==> src/rtl/phy_reg_free_list_if.sv <==
`default_nettype none
// ----------------------------------------------------------------------------
// Module   : phy_reg_free_list_if
// Purpose  : Allocate/release bundle between rename, commit and the scalar
//            physical register free list.
// Revision : 1.0
// ----------------------------------------------------------------------------
interface phy_reg_free_list_if #(
  parameter int POP_WIDTH  = 2,
  parameter int PUSH_WIDTH = 2,
  parameter int REG_W      = 6,
  parameter int CNT_W      = 6
);
  logic [POP_WIDTH-1:0]             popReq;
  logic [POP_WIDTH-1:0][REG_W-1:0]  popRegNum;
  logic                             canPop;
  logic [PUSH_WIDTH-1:0]            pushReq;
  logic [PUSH_WIDTH-1:0][REG_W-1:0] pushRegNum;
  logic [CNT_W-1:0]                 count;
  logic                             errUnderflow;
  logic                             errOverflow;

  // Rename/commit side
  modport master (
    output popReq, pushReq, pushRegNum,
    input  popRegNum, canPop, count, errUnderflow, errOverflow
  );

  // Free list side
  modport slave (
    input  popReq, pushReq, pushRegNum,
    output popRegNum, canPop, count, errUnderflow, errOverflow
  );
endinterface
`default_nettype wire

==> src/rtl/phy_reg_free_list.sv <==
`default_nettype none
// ----------------------------------------------------------------------------
// Module   : phy_reg_free_list
// Purpose  : Circular free list of scalar physical register numbers. Grants
//            up to POP_WIDTH compacted registers per cycle to rename and takes
//            back up to PUSH_WIDTH released registers per cycle from commit.
// Revision : 1.0
// ----------------------------------------------------------------------------
module phy_reg_free_list #(
  parameter int ENTRY_NUM  = 32,
  parameter int POP_WIDTH  = 2,
  parameter int PUSH_WIDTH = 2,
  parameter int FIRST_FREE = 32,
  parameter int REG_W      = 6,
  parameter int CNT_W      = $clog2(ENTRY_NUM + 1)
) (
  input  logic               clk,
  input  logic               rst_n,
  phy_reg_free_list_if.slave fl
);

  localparam int PTR_W = (ENTRY_NUM > 1) ? $clog2(ENTRY_NUM) : 1;
  // Wide enough for pointer + lane offset and for count + pushes
  localparam int SUM_W = $clog2(ENTRY_NUM + POP_WIDTH + PUSH_WIDTH + 1) + 1;
  localparam logic [SUM_W-1:0] ENTRY_S = SUM_W'(ENTRY_NUM);
  localparam logic [SUM_W-1:0] POP_S   = SUM_W'(POP_WIDTH);

  logic [REG_W-1:0] entry [ENTRY_NUM];
  logic [PTR_W-1:0] head_ptr;
  logic [PTR_W-1:0] tail_ptr;
  logic [CNT_W-1:0] free_cnt;
  logic             under_err;
  logic             over_err;

  logic [SUM_W-1:0] pop_off  [POP_WIDTH];
  logic [SUM_W-1:0] push_off [PUSH_WIDTH];
  logic [SUM_W-1:0] n_pop;
  logic [SUM_W-1:0] n_push;
  logic [SUM_W-1:0] pop_acc;
  logic [SUM_W-1:0] push_acc;
  logic [SUM_W-1:0] cnt_after_pop;
  logic             pop_ok;
  logic             push_ok;

  // Operands never exceed 2*ENTRY_NUM-1, so one conditional subtract wraps
  // correctly for any ENTRY_NUM, power of two or not.
  function automatic logic [PTR_W-1:0] wrap_idx(input logic [SUM_W-1:0] s);
    logic [SUM_W-1:0] r;
    r = (s >= ENTRY_S) ? s - ENTRY_S : s;
    return PTR_W'(r);
  endfunction

  // Prefix popcounts give each requesting lane its compacted slot offset
  always_comb begin
    n_pop  = '0;
    n_push = '0;
    for (int k = 0; k < POP_WIDTH; k++) begin
      pop_off[k] = n_pop;
      n_pop      = n_pop + SUM_W'(fl.popReq[k]);
    end
    for (int j = 0; j < PUSH_WIDTH; j++) begin
      push_off[j] = n_push;
      n_push      = n_push + SUM_W'(fl.pushReq[j]);
    end
  end

  // Accept decisions: pop is judged on the pre-push count, push on the count
  // left after accepted pops
  always_comb begin
    pop_ok        = (n_pop <= SUM_W'(free_cnt));
    pop_acc       = pop_ok ? n_pop : '0;
    cnt_after_pop = SUM_W'(free_cnt) - pop_acc;
    push_ok       = ((cnt_after_pop + n_push) <= ENTRY_S);
    push_acc      = push_ok ? n_push : '0;
  end

  // Zero-latency read of the granted registers from pre-edge contents
  always_comb begin
    for (int k = 0; k < POP_WIDTH; k++) begin
      fl.popRegNum[k] = entry[wrap_idx(SUM_W'(head_ptr) + pop_off[k])];
    end
  end

  assign fl.canPop       = (SUM_W'(free_cnt) >= POP_S);
  assign fl.count        = free_cnt;
  assign fl.errUnderflow = under_err;
  assign fl.errOverflow  = over_err;

  // Pointer, count, sticky error and storage update
  always_ff @(posedge clk or negedge rst_n) begin
    if (!rst_n) begin
      for (int i = 0; i < ENTRY_NUM; i++) begin
        entry[i] <= REG_W'(FIRST_FREE + i);
      end
      head_ptr  <= '0;
      tail_ptr  <= '0;
      free_cnt  <= CNT_W'(ENTRY_NUM);
      under_err <= 1'b0;
      over_err  <= 1'b0;
    end else begin
      head_ptr <= wrap_idx(SUM_W'(head_ptr) + pop_acc);
      tail_ptr <= wrap_idx(SUM_W'(tail_ptr) + push_acc);
      free_cnt <= CNT_W'(cnt_after_pop + push_acc);
      if (!pop_ok) begin
        under_err <= 1'b1;
      end
      if (!push_ok) begin
        over_err <= 1'b1;
      end
      if (push_ok) begin
        for (int j = 0; j < PUSH_WIDTH; j++) begin
          if (fl.pushReq[j]) begin
            entry[wrap_idx(SUM_W'(tail_ptr) + push_off[j])] <= fl.pushRegNum[j];
          end
        end
      end
    end
  end

endmodule
`default_nettype wire

==> src/flat_wrapper.sv <==
// flat-port wrapper written by rule: the top's interface ports become plain ports
module phy_reg_free_list_flat 
#(
  parameter int ENTRY_NUM  = 32,
  parameter int POP_WIDTH  = 2,
  parameter int PUSH_WIDTH = 2,
  parameter int FIRST_FREE = 32,
  parameter int REG_W      = 6,
  parameter int CNT_W      = $clog2(ENTRY_NUM + 1)
)
  (clk, rst_n, fl_popReq, fl_pushReq, fl_pushRegNum, fl_popRegNum, fl_canPop, fl_count, fl_errUnderflow, fl_errOverflow);
  phy_reg_free_list_if #(.POP_WIDTH(POP_WIDTH), .PUSH_WIDTH(PUSH_WIDTH), .REG_W(REG_W), .CNT_W(CNT_W)) fl_i ();
  input  logic clk;
  input  logic rst_n;
  input wire logic [$bits(fl_i.popReq)-1:0] fl_popReq;
  input wire logic [$bits(fl_i.pushReq)-1:0] fl_pushReq;
  input wire logic [$bits(fl_i.pushRegNum)-1:0] fl_pushRegNum;
  output wire logic [$bits(fl_i.popRegNum)-1:0] fl_popRegNum;
  output wire logic [$bits(fl_i.canPop)-1:0] fl_canPop;
  output wire logic [$bits(fl_i.count)-1:0] fl_count;
  output wire logic [$bits(fl_i.errUnderflow)-1:0] fl_errUnderflow;
  output wire logic [$bits(fl_i.errOverflow)-1:0] fl_errOverflow;
  assign fl_i.popReq = fl_popReq;
  assign fl_i.pushReq = fl_pushReq;
  assign fl_i.pushRegNum = fl_pushRegNum;
  assign fl_popRegNum = fl_i.popRegNum;
  assign fl_canPop = fl_i.canPop;
  assign fl_count = fl_i.count;
  assign fl_errUnderflow = fl_i.errUnderflow;
  assign fl_errOverflow = fl_i.errOverflow;
  phy_reg_free_list #(.ENTRY_NUM(ENTRY_NUM), .POP_WIDTH(POP_WIDTH), .PUSH_WIDTH(PUSH_WIDTH), .FIRST_FREE(FIRST_FREE), .REG_W(REG_W), .CNT_W(CNT_W)) u_core (.clk(clk), .rst_n(rst_n), .fl(fl_i));
endmodule
==> config.mk <==
export PLATFORM = sky130hd
export DESIGN_NAME = phy_reg_free_list_flat
export DESIGN_NICKNAME = d
export VERILOG_FILES = /design/src/rtl/phy_reg_free_list_if.sv /design/src/rtl/phy_reg_free_list.sv /design/src/flat_wrapper.sv
export SDC_FILE = /design/constraint.sdc
export NUM_CORES = 1
export LEC_CHECK = 0
export CAP_MARGIN = 20
export CORE_ASPECT_RATIO = 1.25
export CORE_MARGIN = 2
export CORE_UTILIZATION = 45
export DETAILED_ROUTE_END_ITERATION = 8
export SLEW_MARGIN = 5
export SYNTH_ARGS = -nofsm -noshare
export SYNTH_HDL_FRONTEND = slang
export SYNTH_SLANG_ARGS = --single-unit
==> constraint.sdc <==
create_clock -name clk -period 10 [get_ports clk]
set_input_delay 2.5 -clock clk [delete_from_list [all_inputs] [get_ports clk]]
set_output_delay 2.5 -clock clk [all_outputs]
set_load 0.05 [all_outputs]
# ---- Yosys cells after proc, flatten, opt, wreduce, memory -nomap -nowiden
# Index checks and enable logic that the tools add are counted.
dict set report word_totals {
  out_inout_bits 21
  elab_cells 96
  register_bits 210
  inputBits 18
}
dict set report op_classes {
  mux 23
  reduce_logical 2
  bitwise 4
  n_lt_le_gt_ge 15
  n_addsub 15
}
# op count
set op_table {}
lappend op_table {{$mux W192} 3}
lappend op_table {{$bwmux W192} 2}
lappend op_table {{$bmux W6 S5} 2}
lappend op_table {{$demux W6 S5} 2}
lappend op_table {{$ge A6 B6 Y1 const B} 6}
lappend op_table {{$mux W6} 6}
lappend op_table {{$mux W5} 6}
lappend op_table {{$sub A5 B1 Y5 const B} 6}
lappend op_table {{$not A5 Y6} 4}
lappend op_table {{$add A5 B7 Y7} 2}
lappend op_table {{$ge A7 B6 Y1 const B} 2}
lappend op_table {{$add A5 B1 Y6} 2}
lappend op_table {{$ge A5 B6 Y1 const B} 2}
lappend op_table {{$lt A6 B1 Y1 const B} 2}
lappend op_table {{$add A7 B2 Y7} 1}
lappend op_table {{$le A7 B6 Y1} 1}
lappend op_table {{$le A7 B6 Y1 const B} 1}
lappend op_table {{$mux W7} 1}
lappend op_table {{$sub A6 B7 Y7} 1}
lappend op_table {{$add A6 B6 Y6} 1}
lappend op_table {{$ge A6 B2 Y1 const B} 1}
lappend op_table {{$add A1 B1 Y2} 2}
lappend op_table {{$logic_and A1 B1 Y1} 2}
lappend op_table {{$mux W2} 1}

# ---- Logic depth before layout (Yosys ltp)
# Gate-level depths: netlist (run 1).
dict set report logic_depth {
  depth_word 12
  ltp_mapped 24
  depth_no_buf 22
}

# ---- Worst setup path after synthesis (run 1)
# No wires, ideal clock.
dict set report synth_path {
  kind {input to output}
  from {in fl_popReq[0]}
  to {out fl_popRegNum[11]}
  arrival_time_ns 5.013
  setup_slack_ns 2.487
  path_buffers 2
  required_ns 7.500
  stages 6
  cell_sequence {ha_1 > buf_2 > buf_1 > mux4_2 > mux4_2 > mux2_2}
}
dict set report synth_via {
  elab_chain_cells 7
  elab_cells_between_ends 8
  cone_classes {add/sub: 2; order compare: 1; mux: 4; bitwise: 1}
}
# item line
set synth_lines {}
lappend synth_lines {{from (decl)} flat_wrapper.sv:15} ;# input wire logic [$bits(fl_i.popReq)-1:0] fl_popReq;
lappend synth_lines {{$add A5 B1 Y6 (*)} phy_reg_free_list.sv:80} ;# fl.popRegNum[k] = entry[wrap_idx(SUM_W'(head_ptr) + pop_off[k])];
lappend synth_lines {{$sub A5 B1 Y5 or $ge A6 B6 Y1 (tied branches)} phy_reg_free_list.sv:49} ;# r = (s >= ENTRY_S) ? s - ENTRY_S : s;
lappend synth_lines {{$mux W5 (*)} phy_reg_free_list.sv:49}
lappend synth_lines {{$not A5 Y6 (not written as such) (*)} phy_reg_free_list.sv:80}
lappend synth_lines {{$bmux W6 S5 (*)} phy_reg_free_list.sv:80}
lappend synth_lines {{$mux W6 (not written as such) (*) (2 in a row)} phy_reg_free_list.sv:80}
lappend synth_lines {{to (decl)} flat_wrapper.sv:18} ;# output wire logic [$bits(fl_i.popRegNum)-1:0] fl_popRegNum;
# Mark *: on every way between the ends. The rest lies on a longest branch, timed or not. The select of a mux whose other input is x is not followed.

# ---- Worst setup path in the final report (run 1)
dict set report layout_path {
  from {in fl_popReq[0]}
  to {out fl_popRegNum[8]}
}
# The elaborated chain is that of the path after synthesis.

==> out/metrics.yaml, run 1 <==
status: "finished, final reports clean"
die_y_microns: 201.7
final_cell_mix: "o22ai_1 (193), a2bb2oi_1 (187), mux4_2 (120)"
min_path_type: "reg2reg"
power.density_nw_per_um2: 456.9
maxCapViolCount: 0
cts_root_buf: "clkbuf_16"
r2r-end: "u_core.tail_ptr[4]"
cts_resized: 0
gr-total-overflow: 0
io_buffers: 38
path_clk_slew_ns: 0.06
finClkSkew_ns: 0.01373
core_area_sq_um: 30900
cp.arrival_ns: 6.44
p_leak_nw: 5.415
yosys.cell_types.count: 58
drtAntennaViolNets: 0
fin_nets: 1186
setup-violations-final: 0
slew_headroom: 0.2974
die_x_microns: 162.2
synth_xor_area_frac: 0.01111
power_mw: 7.063
avgSynthCellArea_sq_um: 11.99
r2r_slack_ns: 4.11
num_rows: 72
cts_setup_buffers: 0
grt_antenna_before_repair: 0
cts_made_buffers: 24
cp-start-kind: "input pin"
syn_area_sq_um: 14070
reg2regPathDepth: 19
ys.flop_type: "dfstp_2"
cts_buffer_depth: 3
hpwl_microns: 32320
crit_required_ns: 7.50
period_needed_ns: 8.945
synth_mux_area_frac: 0.2017
drive_gt1_frac: 0.3130
rsz0062_at_grt: "false"
n_antenna_cell: 0
h-tree-depth: 1
cp-endpoint: "fl_popRegNum[8]"
hold_buffers: 0
crit_path_start: "fl_popReq[0]"
cts_tree: "built"
synth_edf_count: 0
synth-seq-cells: 210
drt_iter0_markers: 1632
setup_ws_ns: 1.055
clk_latency_ns: 0.54
crit_type: "in2out"
syn_to_final_growth_pct: 9.860
syn_inst: 1174
synth_top_family_by_area: "compound AO/OA/AOI/OAI gates"
grt_use_total: 0.3104
num_io_pins: 39
cp_max_fo: 30
yosys.area_share.adder: 0.02312
whs_ns: 0.4664
cts_sinks: 210
drt_wl_total_microns: 50150
async_reset_ff_frac: 1.000
post-place-ws_ns: 1.098
yosys_warnings: 0
vias: 11750
finalCritPeriodShare: 0.8945
max_freq_mhz: 111.8
grt_max_degree: 194
ir_drop_mv: 0.5718
syn_nets: 1215
hold_violations: 0
cp-end-kind: "output pin"
grt_pass1_wl_microns: 76400
fillers: 2693
place.gp.congestion: 0.9582
routed_via_density: 7.486
grt_pass1_vias: 11350
synth_compound_area_frac: 0.2881
worst_pin_slew_ns: 1.053
final_util: 0.5003
die_area_sq_um: 32710
yosysSeqAreaShare: 0.3835
reg2reg_from: "u_core.fl.count[2]"
setup_tns_ns: 0
first_pass_iters: 7
layout_commonest_cell: "o22ai_1"
maxSlewViolCount: 0
drt-wirelength-per-cell_microns: 31.94
drc: 0
synthSimpleGateAreaFrac: 0.04846
initial_core_util: 0.4554
-- cell families (layout without fill, tap and decap cells) --
logic type | count (synthesis) | in the layout
and+or+nand+nor | 142 | 142
buffers and inverters | 143 | 132
DFF | 210 | 210
AOI/OAI and AO/OA | 507 | 507
muxes | 132 | 132
adders and majority gates | 23 | 23
xor gates and xnor gates | 17 | 17
-- worst min-delay path by stage --
stage	from	end	slack, ns	cells past startpoint
final	u_core.fl.errOverflow	u_core.fl.errOverflow	0.47	1
after global routing	u_core.fl.errOverflow	u_core.fl.errOverflow	0.50	1
after CTS	u_core.fl.errOverflow	u_core.fl.errOverflow	0.47	1
after detailed placement	u_core.fl.errOverflow	u_core.fl.errOverflow	0.45	1
after global placement	u_core.fl.errOverflow	u_core.fl.errOverflow	0.45	1
after floorplan	u_core.entry[151]	u_core.entry[151]	0.49	1
-- layer usage --
layer	GRT usage	up-vias	share of wire
li1	-	4805	-
met1	0.4385	5986	0.39
met2	0.4691	825	0.45
met3	0.06246	137	0.11
met4	0.1280	0	0.047
met5	0	-	0
-- final cells by class --
class	count	area, sq um	share of cell area
Sequential cell	210	5401	0.3494
Timing Repair Buffer	66	594.3	0.03844
Inverter	22	82.58	0.005342
Multi-Input combinational cell	821	8118	0.5251
Clock inverter	3	18.77	0.001214
Clock buffer	41	735.7	0.04759
Tap cell	407	509.2	0.03294
-- state kept, by name, summed over array words and instances (netlist names) --
signal and flops:
u_core.entry 192, u_core.fl.count 6, u_core.tail_ptr 5, u_core.head_ptr 5, u_core.fl.errUnderflow 1, u_core.fl.errOverflow 1
-- metrics by stage --
stage | cells | cell area (sq um)
3_5_place_dp | 1525 | 14700
3_3_place_gp | 1525 | 14700
4_1_cts | 1569 | 15450
6_report | 1570 | 15460
2_1_floorplan | 1174 | 14070
5_1_grt | 1570 | 15460
-- power by group --
part	internal (mW)	total, mW	switching [mW]
clock network	0.498	0.875	0.377
logic	1.83	4.09	2.25
registers	1.47	2.10	0.629
total	3.81	7.06	3.26
-- cell usage after synthesis, types with 3 or more instances --
cell type	number	area (sq um)
a21oi_1	22	110.1
o21ai_1	16	80.08
inv_1	22	82.58
nor4_1	4	25.02
buf_4	4	30.03
or3b_2	3	26.28
a22o_1	4	35.03
nor2b_1	9	56.30
nand3_1	26	130.1
fa_1	5	100.1
xor2_1	6	52.55
nor2_1	42	157.7
dfstp_2	113	2969
clkbuf_1	82	307.8
buf_1	10	37.54
and2_1	4	25.02
a211oi_4	13	260.3
nor3_1	3	15.01
a211oi_2	15	187.7
a2bb2oi_1	187	1638
a2bb2oi_2	6	90.09
o22ai_1	193	1207
mux2_2	12	135.1
mux4_2	120	2703
o31ai_1	16	120.1
ha_1	18	225.2
buf_2	19	95.09
nand2b_1	4	25.02
buf_6	6	67.56
nand2_1	33	123.9
a31oi_1	12	75.07
xnor2_1	10	87.58
dfrtp_1	97	2427
-- critical path, cell delays in order --
cell,delay (ns)
clkdlybuf4s50_1,0.56
ha_4,0.24
ha_2,0.83
buf_4,0.40
mux4_2,0.35
mux4_2,0.52
mux2_2,0.33
clkdlybuf4s50_1,0.71
Note: power is estimated with default switching activity, not from simulation.
==> run 2: changes to the inputs <==
--- a/config.mk
+++ b/config.mk
@@ -5,6 +5,7 @@
 export SDC_FILE = /design/constraint.sdc
 export NUM_CORES = 1
 export LEC_CHECK = 0
+export ABC_AREA = 1
 export CAP_MARGIN = 20
 export CORE_ASPECT_RATIO = 1.25
 export CORE_MARGIN = 2
==> run 2 against run 1 <==
Net effect: maximum frequency rose by 3.3%; final area rose by 23%; hold slack got worse by 0.0032 ns; routed wire length rose by 44%; first-iteration DRC count rose by 39%; sequential share of layout area fell by 6.6 points; count of clock-buffer cells in the layout rose by 2; die area rose by 27%; clock skew rose by 0.0085 ns; register-to-register slack improved by 0.56 ns.
==> out/metrics.yaml, run 2 <==
cts_sinks: 210  # unchanged
yosysTopAreaCell: "nand2_1"
crit_type: "in2out"
setup_tns_ns: 0  # unchanged
ys.flop_type: "dfstp_2"
vias: 20110  # +71%
grt_pass1_wl_microns: 110900  # +45%
power.density_nw_per_um2: 384.9  # -16%
yosys_warnings: 0  # unchanged
synth-seq-cells: 210  # unchanged
io_buffers: 38  # unchanged
min_path_type: "reg2reg"
period_needed_ns: 8.660  # -0.2842 ns
yosys.cell_types.count: 35  # -40%
drt-wirelength-per-cell_microns: 21.75  # -32%
cp_max_fo: 89  # +200%
finClkSkew_ns: 0.02221  # +0.008484 ns
final_cells: 3312  # +110%
drc: 0  # unchanged
dp.cells: 3263  # +110%
n_antenna_cell: 0  # unchanged
fillers: 4098  # +52%
netlist_top_cells_count: "nand2_1 (1119), nand3_1 (410), o21ai_0 (294), clkbuf_1 (158), inv_1 (135)"
drtAntennaViolNets: 0  # unchanged
path_clk_slew_ns: 0.06  # about the same
layout_commonest_cell: "nand2_1"
place.gp.congestion: 0.9732  # +1.6%
cts_tree: "built"
cp-start-kind: "input pin"
ir_drop_mv: 0.2576  # -55%
yosysMostFrequentCell: "nand2_1"
core_area_sq_um: 39320  # +27%
grt_antenna_before_repair: 0  # unchanged
whs_ns: 0.4631  # -0.003236 ns
synth.top_cells.by_area: "nand2_1 (23%), dfstp_2 (16%), dfrtp_1 (13%), nand3_1 (11%), o21ai_0 (8.2%)"
max_freq_mhz: 115.5  # +3.3%
crit_required_ns: 7.50  # about the same
reg2regPathDepth: 23  # +4
async_reset_ff_frac: 1.000  # unchanged
yosysSeqAreaShare: 0.2998  # -0.08367
hold_violations: 0  # unchanged
maxCapViolCount: 0  # unchanged
finalCritPeriodShare: 0.8660  # -0.02842
fin_nets: 2835  # +140%
holdCritStartpoint: "u_core.entry[55]"
syn_to_final_growth_pct: 6.006
reg2reg_from: "u_core.fl.count[1]"
status: "finished, final reports clean"
first_pass_iters: 5  # -2
holdPathStages: 2  # +1
p_leak_nw: 8.842  # +63%
cts_resized: 0  # unchanged
final_cell_mix: "nand2_1 (1118), nand3_1 (410), o21ai_0 (294)"
routed_via_density: 6.072  # -19%
synth_edf_count: 0  # unchanged
num_rows: 81  # +13%
syn_nets: 2998  # +150%
die_area_sq_um: 41630  # +27%
die_y_microns: 227.6  # +13%
slew_headroom: 0.1882  # -0.1091
rsz0062_at_grt: "false"
hpwl_microns: 44500  # +38%
largest_reg_flops: 192  # unchanged
synth_top_area_share: 0.2334  # +0.02236
clk_latency_ns: 0.58  # +0.04 ns
grt_pass1_vias: 18340  # +62%
crit_path_start: "fl_popReq[0]"
gr-total-overflow: 0  # unchanged
avgSynthCellArea_sq_um: 6.087  # -49%
r2r_slack_ns: 4.67  # +0.56 ns
drt_iter0_markers: 2270  # +39%
grt_use_total: 0.3422  # +0.03182
largest_register: "u_core.entry"
maxSlewViolCount: 0  # unchanged
cp-end-kind: "output pin"
drt_wl_total_microns: 72050  # +44%
h-tree-depth: 1  # unchanged
cts_made_buffers: 27  # +13%
cts_buffer_depth: 3  # unchanged
die_x_microns: 182.9  # +13%
grt_max_degree: 108  # -44%
syn_area_sq_um: 18000  # +28%
cts_setup_buffers: 0  # unchanged
power_mw: 7.345  # +4.0%
hold_buffers: 0  # unchanged
drive_gt1_frac: 0.08422  # -0.2288
worst_pin_slew_ns: 1.208  # +0.1555 ns
cp.arrival_ns: 6.16  # -0.28 ns
cts_root_buf: "clkbuf_16"
syn_inst: 2957  # +150%
setup-violations-final: 0  # unchanged
num_io_pins: 39  # unchanged
final_util: 0.4852  # -0.01509
initial_core_util: 0.4577  # +0.002327
[run 2: logic make-up (layout without fill, tap and decap cells)]
kind of cell             count (synthesis)  after routing  synth area share
AND/OR/NAND/NOR                       1743           1743            0.4146
AO/OA/AOI/OAI                          554            554            0.1631
buffers and inverters                  411            268           0.09468
flip-flops                             210            210            0.2998
adder cells (fa/ha/maj)                 23             23           0.01807
XOR/XNOR                                16             16          0.009662
[run 2: layout make-up]
cell class              count  area [sq um]  area share
clock buffers              43         805.8     0.04223
clock inverters             6         82.58    0.004328
inverters                 145         549.3     0.02879
multi-input cells        2336         10990      0.5761
flip-flops and latches    210          5401      0.2831
well taps                 498         623.1     0.03266
repair buffers             74         625.6     0.03279
[run 2: final timing paths]
kind / endpoint
setup / recovery: fl_popRegNum[8]
hold / removal: u_core.entry[55]
setup reg to reg: u_core.tail_ptr[4]
hold reg to reg: u_core.entry[55]
max in group asynchronous: u_core.head_ptr[1]
min in group asynchronous: u_core.entry[160]
[run 2: through the flow]
step	instance area [sq um]	setup slack, ns
2_1_floorplan	18000	2.989
3_3_place_gp	18190	1.444
3_5_place_dp	18190	1.394
4_1_cts	19080	1.382
5_1_grt	19080	1.104
6_report	19080	1.340
[run 2: per-layer routing]
metal,global-route usage,part of all wire
met2,0.5416,0.45
met5,0,0
met4,0.2188,0.069
met3,0.03871,0.077
met1,0.4466,0.40
[run 2: where the power goes]
| group | internal (mW) | total, mW | switching [mW] |
|---|---|---|---|
| Clock | 0.598 | 1.02 | 0.420 |
| Combinational | 1.32 | 4.76 | 3.44 |
| Sequential | 1.20 | 1.57 | 0.365 |
[run 2: critical path: stages]
cell             delay, ns
clkdlybuf4s50_1       0.53
ha_4                  0.66
buf_4                 0.68
o21ai_0               0.22
o211ai_1              0.22
nand3_1               0.09
nand2_1               0.11
o21a_1                0.22
clkdlybuf4s50_1       0.84
==> run 3: changes to the inputs <==
--- a/config.mk
+++ b/config.mk
@@ -11,6 +11,7 @@
 export CORE_MARGIN = 2
 export CORE_UTILIZATION = 45
 export DETAILED_ROUTE_END_ITERATION = 8
+export REMOVE_ABC_BUFFERS = 1
 export SLEW_MARGIN = 5
 export SYNTH_ARGS = -nofsm -noshare
 export SYNTH_HDL_FRONTEND = slang
==> run 3 against run 2 <==
Net effect: first-iteration DRC count increased by 7.3%; clock skew increased by 0.00090 ns; sequential power about the same; routed wire length increased by 0.65%; clock power decreased by 7%; register-to-register slack got worse by 0.07 ns; count of clock-buffer cells in the layout decreased by 4; global-route usage increased by 0.22 points; total power decreased by 1.2%; non-clock buffer count decreased by 6; hold slack got worse by 0.0022 ns; die area unchanged.
==> out/metrics.yaml, run 3 (synthesis results as in run 2) <==
status: "finished, final reports clean"
initial_core_util: 0.4577  # unchanged
cp-start-kind: "input pin"
rsz0062_at_grt: "false"
fin_nets: 2829  # -0.21%
fillers: 4147  # +1.2%
reg2reg_from: "u_core.fl.count[1]"
largest_reg_flops: 192  # unchanged
io_buffers: 38  # unchanged
cts_root_buf: "clkbuf_16"
drt_iter0_markers: 2435  # +7.3%
clk_latency_ns: 0.57  # about the same
crit_path_cell_trace: "clkdlybuf4s50_1, ha_4, inv_1, buf_4, a21oi_1, o21ai_0, nand3_1, nand3_1, nand2_1, o21a_1, clkdlybuf4s50_1"
drc: 0  # unchanged
reg2regPathDepth: 23  # unchanged
maxSlewViolCount: 0  # unchanged
final_util: 0.4832  # -0.002068
place.gp.congestion: 0.9440  # -3.0%
path_clk_slew_ns: 0.06  # about the same
grt_pass1_vias: 18390  # +0.25%
cts_buffer_depth: 3  # unchanged
syn_to_final_growth_pct: 5.554
slew_headroom: 0.1799  # -0.008327
drtAntennaViolNets: 0  # unchanged
first_pass_iters: 6  # +1
n_antenna_cell: 0  # unchanged
core_area_sq_um: 39320  # unchanged
drive_gt1_frac: 0.08232  # -0.001898
grt_antenna_before_repair: 1  # +1
r2r-end: "u_core.tail_ptr[4]"
grt_pass1_wl_microns: 111700  # +0.67%
h-tree-depth: 1  # unchanged
power.density_nw_per_um2: 382.1  # -0.74%
hpwl_microns: 43080  # -3.2%
setup-violations-final: 0  # unchanged
ir_drop_mv: 0.3091  # +20%
num_io_pins: 39  # unchanged
cts_sinks: 210  # unchanged
setup_tns_ns: 0  # unchanged
p_leak_nw: 8.805  # -0.42%
cp-end-kind: "output pin"
whs_ns: 0.4609  # -0.002190 ns
finClkSkew_ns: 0.02311  # +0.0008957 ns
cts_resized: 0  # unchanged
power_mw: 7.260  # -1.2%
cts_made_buffers: 27  # unchanged
cts_setup_buffers: 0  # unchanged
final_cell_mix: "nand2_1 (1118), nand3_1 (410), o21ai_0 (294)"
num_rows: 81  # unchanged
period_needed_ns: 8.740  # +0.07966 ns
crit_path_start: "fl_popReq[0]"
hold_buffers: 0  # unchanged
routed_via_density: 6.172  # +1.6%
worst_pin_slew_ns: 1.230  # +0.02179 ns
die_y_microns: 227.6  # unchanged
maxCapViolCount: 0  # unchanged
max_freq_mhz: 114.4  # -0.91%
gr-total-overflow: 0  # unchanged
die_x_microns: 182.9  # unchanged
crit_type: "in2out"
cp-endpoint: "fl_popRegNum[10]"
die_area_sq_um: 41630  # unchanged
hold_violations: 0  # unchanged
cp_slowest_cell: "clkdlybuf4s50_1"
max_stage_delay_ns: 0.82  # -0.02 ns
grt_use_total: 0.3444  # +0.002221
grt_max_degree: 167  # +55%
drt-wirelength-per-cell_microns: 21.95  # +0.89%
r2r_slack_ns: 4.60  # -0.07 ns
largest_register: "u_core.entry"
finalCritPeriodShare: 0.8740  # +0.007966
cp_max_fo: 57  # -36%
cp.arrival_ns: 6.24  # +0.08 ns
cts_tree: "built"
drt_wl_total_microns: 72520  # +0.65%
vias: 20390  # +1.4%
min_path_type: "reg2reg"
layout_commonest_cell: "nand2_1"
crit_required_ns: 7.50  # about the same
==> run 3: cell types whose count changed in the layout (fill, tap and decap cells not counted), moves of 3 or more <==
cell | previous run | this run
clkinv_2 | 3 | 7
inv_2 | 8 | 11
clkdlybuf4s50_1 | 31 | 34
clkinv_1 | 8 | 5
buf_4 | 36 | 27
buf_12 | 0 | 3
==> run 3: worst min-delay path by stage <==
stage,from,endpoint,slack (ns),depth (start not counted)
after floorplan,u_core.entry[54],u_core.entry[54],0.44,2
after global placement,u_core.entry[8],u_core.entry[8],0.45,2
after detailed placement,u_core.entry[9],u_core.entry[9],0.45,2
after CTS,u_core.entry[10],u_core.entry[10],0.46,2
after global routing,u_core.entry[15],u_core.entry[15],0.48,2
final,u_core.entry[58],u_core.entry[58],0.46,2
==> run 3: per-layer routing <==
layer,vias to the layer above,track usage,share of wire
met5,-,0,0.00012
met4,2,0.1690,0.052
met3,212,0.04463,0.080
met2,1007,0.5560,0.46
met1,9684,0.4573,0.41
li1,9486,-,-
==> run 3: layout make-up <==
type                            instances  area (sq um)  area share
Timing Repair Buffer                   68         633.1     0.03332
Inverter                              145         549.3     0.02891
Clock buffer                           39         770.7     0.04057
Tap cell                              498         623.1     0.03280
Clock inverter                          8         42.54    0.002239
Sequential cell                       210          5401      0.2843
Multi-Input combinational cell       2336         10980      0.5779
==> run 3: worst max-delay path: cells and delay by family <==
family | cells | cell delay [ns]
adders and majority gates | 1 | 0.65
AOI/OAI and AO/OA | 3 | 0.42
buffers and inverters | 4 | 2.30
and+or+nand+nor | 3 | 0.33
==> run 3: per-stage QoR <==
step                      instances  instance area, sq um  worst slack, ns
after global placement         3257                 18190            1.371
final                          3304                 19000            1.260
after global routing           3304                 19000            1.050
after detailed placement       3257                 18190            1.372
after CTS                      3304                 19000            1.371
after floorplan                2691                 16840           -2.327
==> run 3: power by group <==
group / internal, mW / switching (mW) / leakage (nW)
sequential: 1.20 / 0.368 / 2.44
combinational: 1.32 / 3.42 / 5.96
clock: 0.530 / 0.421 / 0.404
total: 3.05 / 4.21 / 8.81
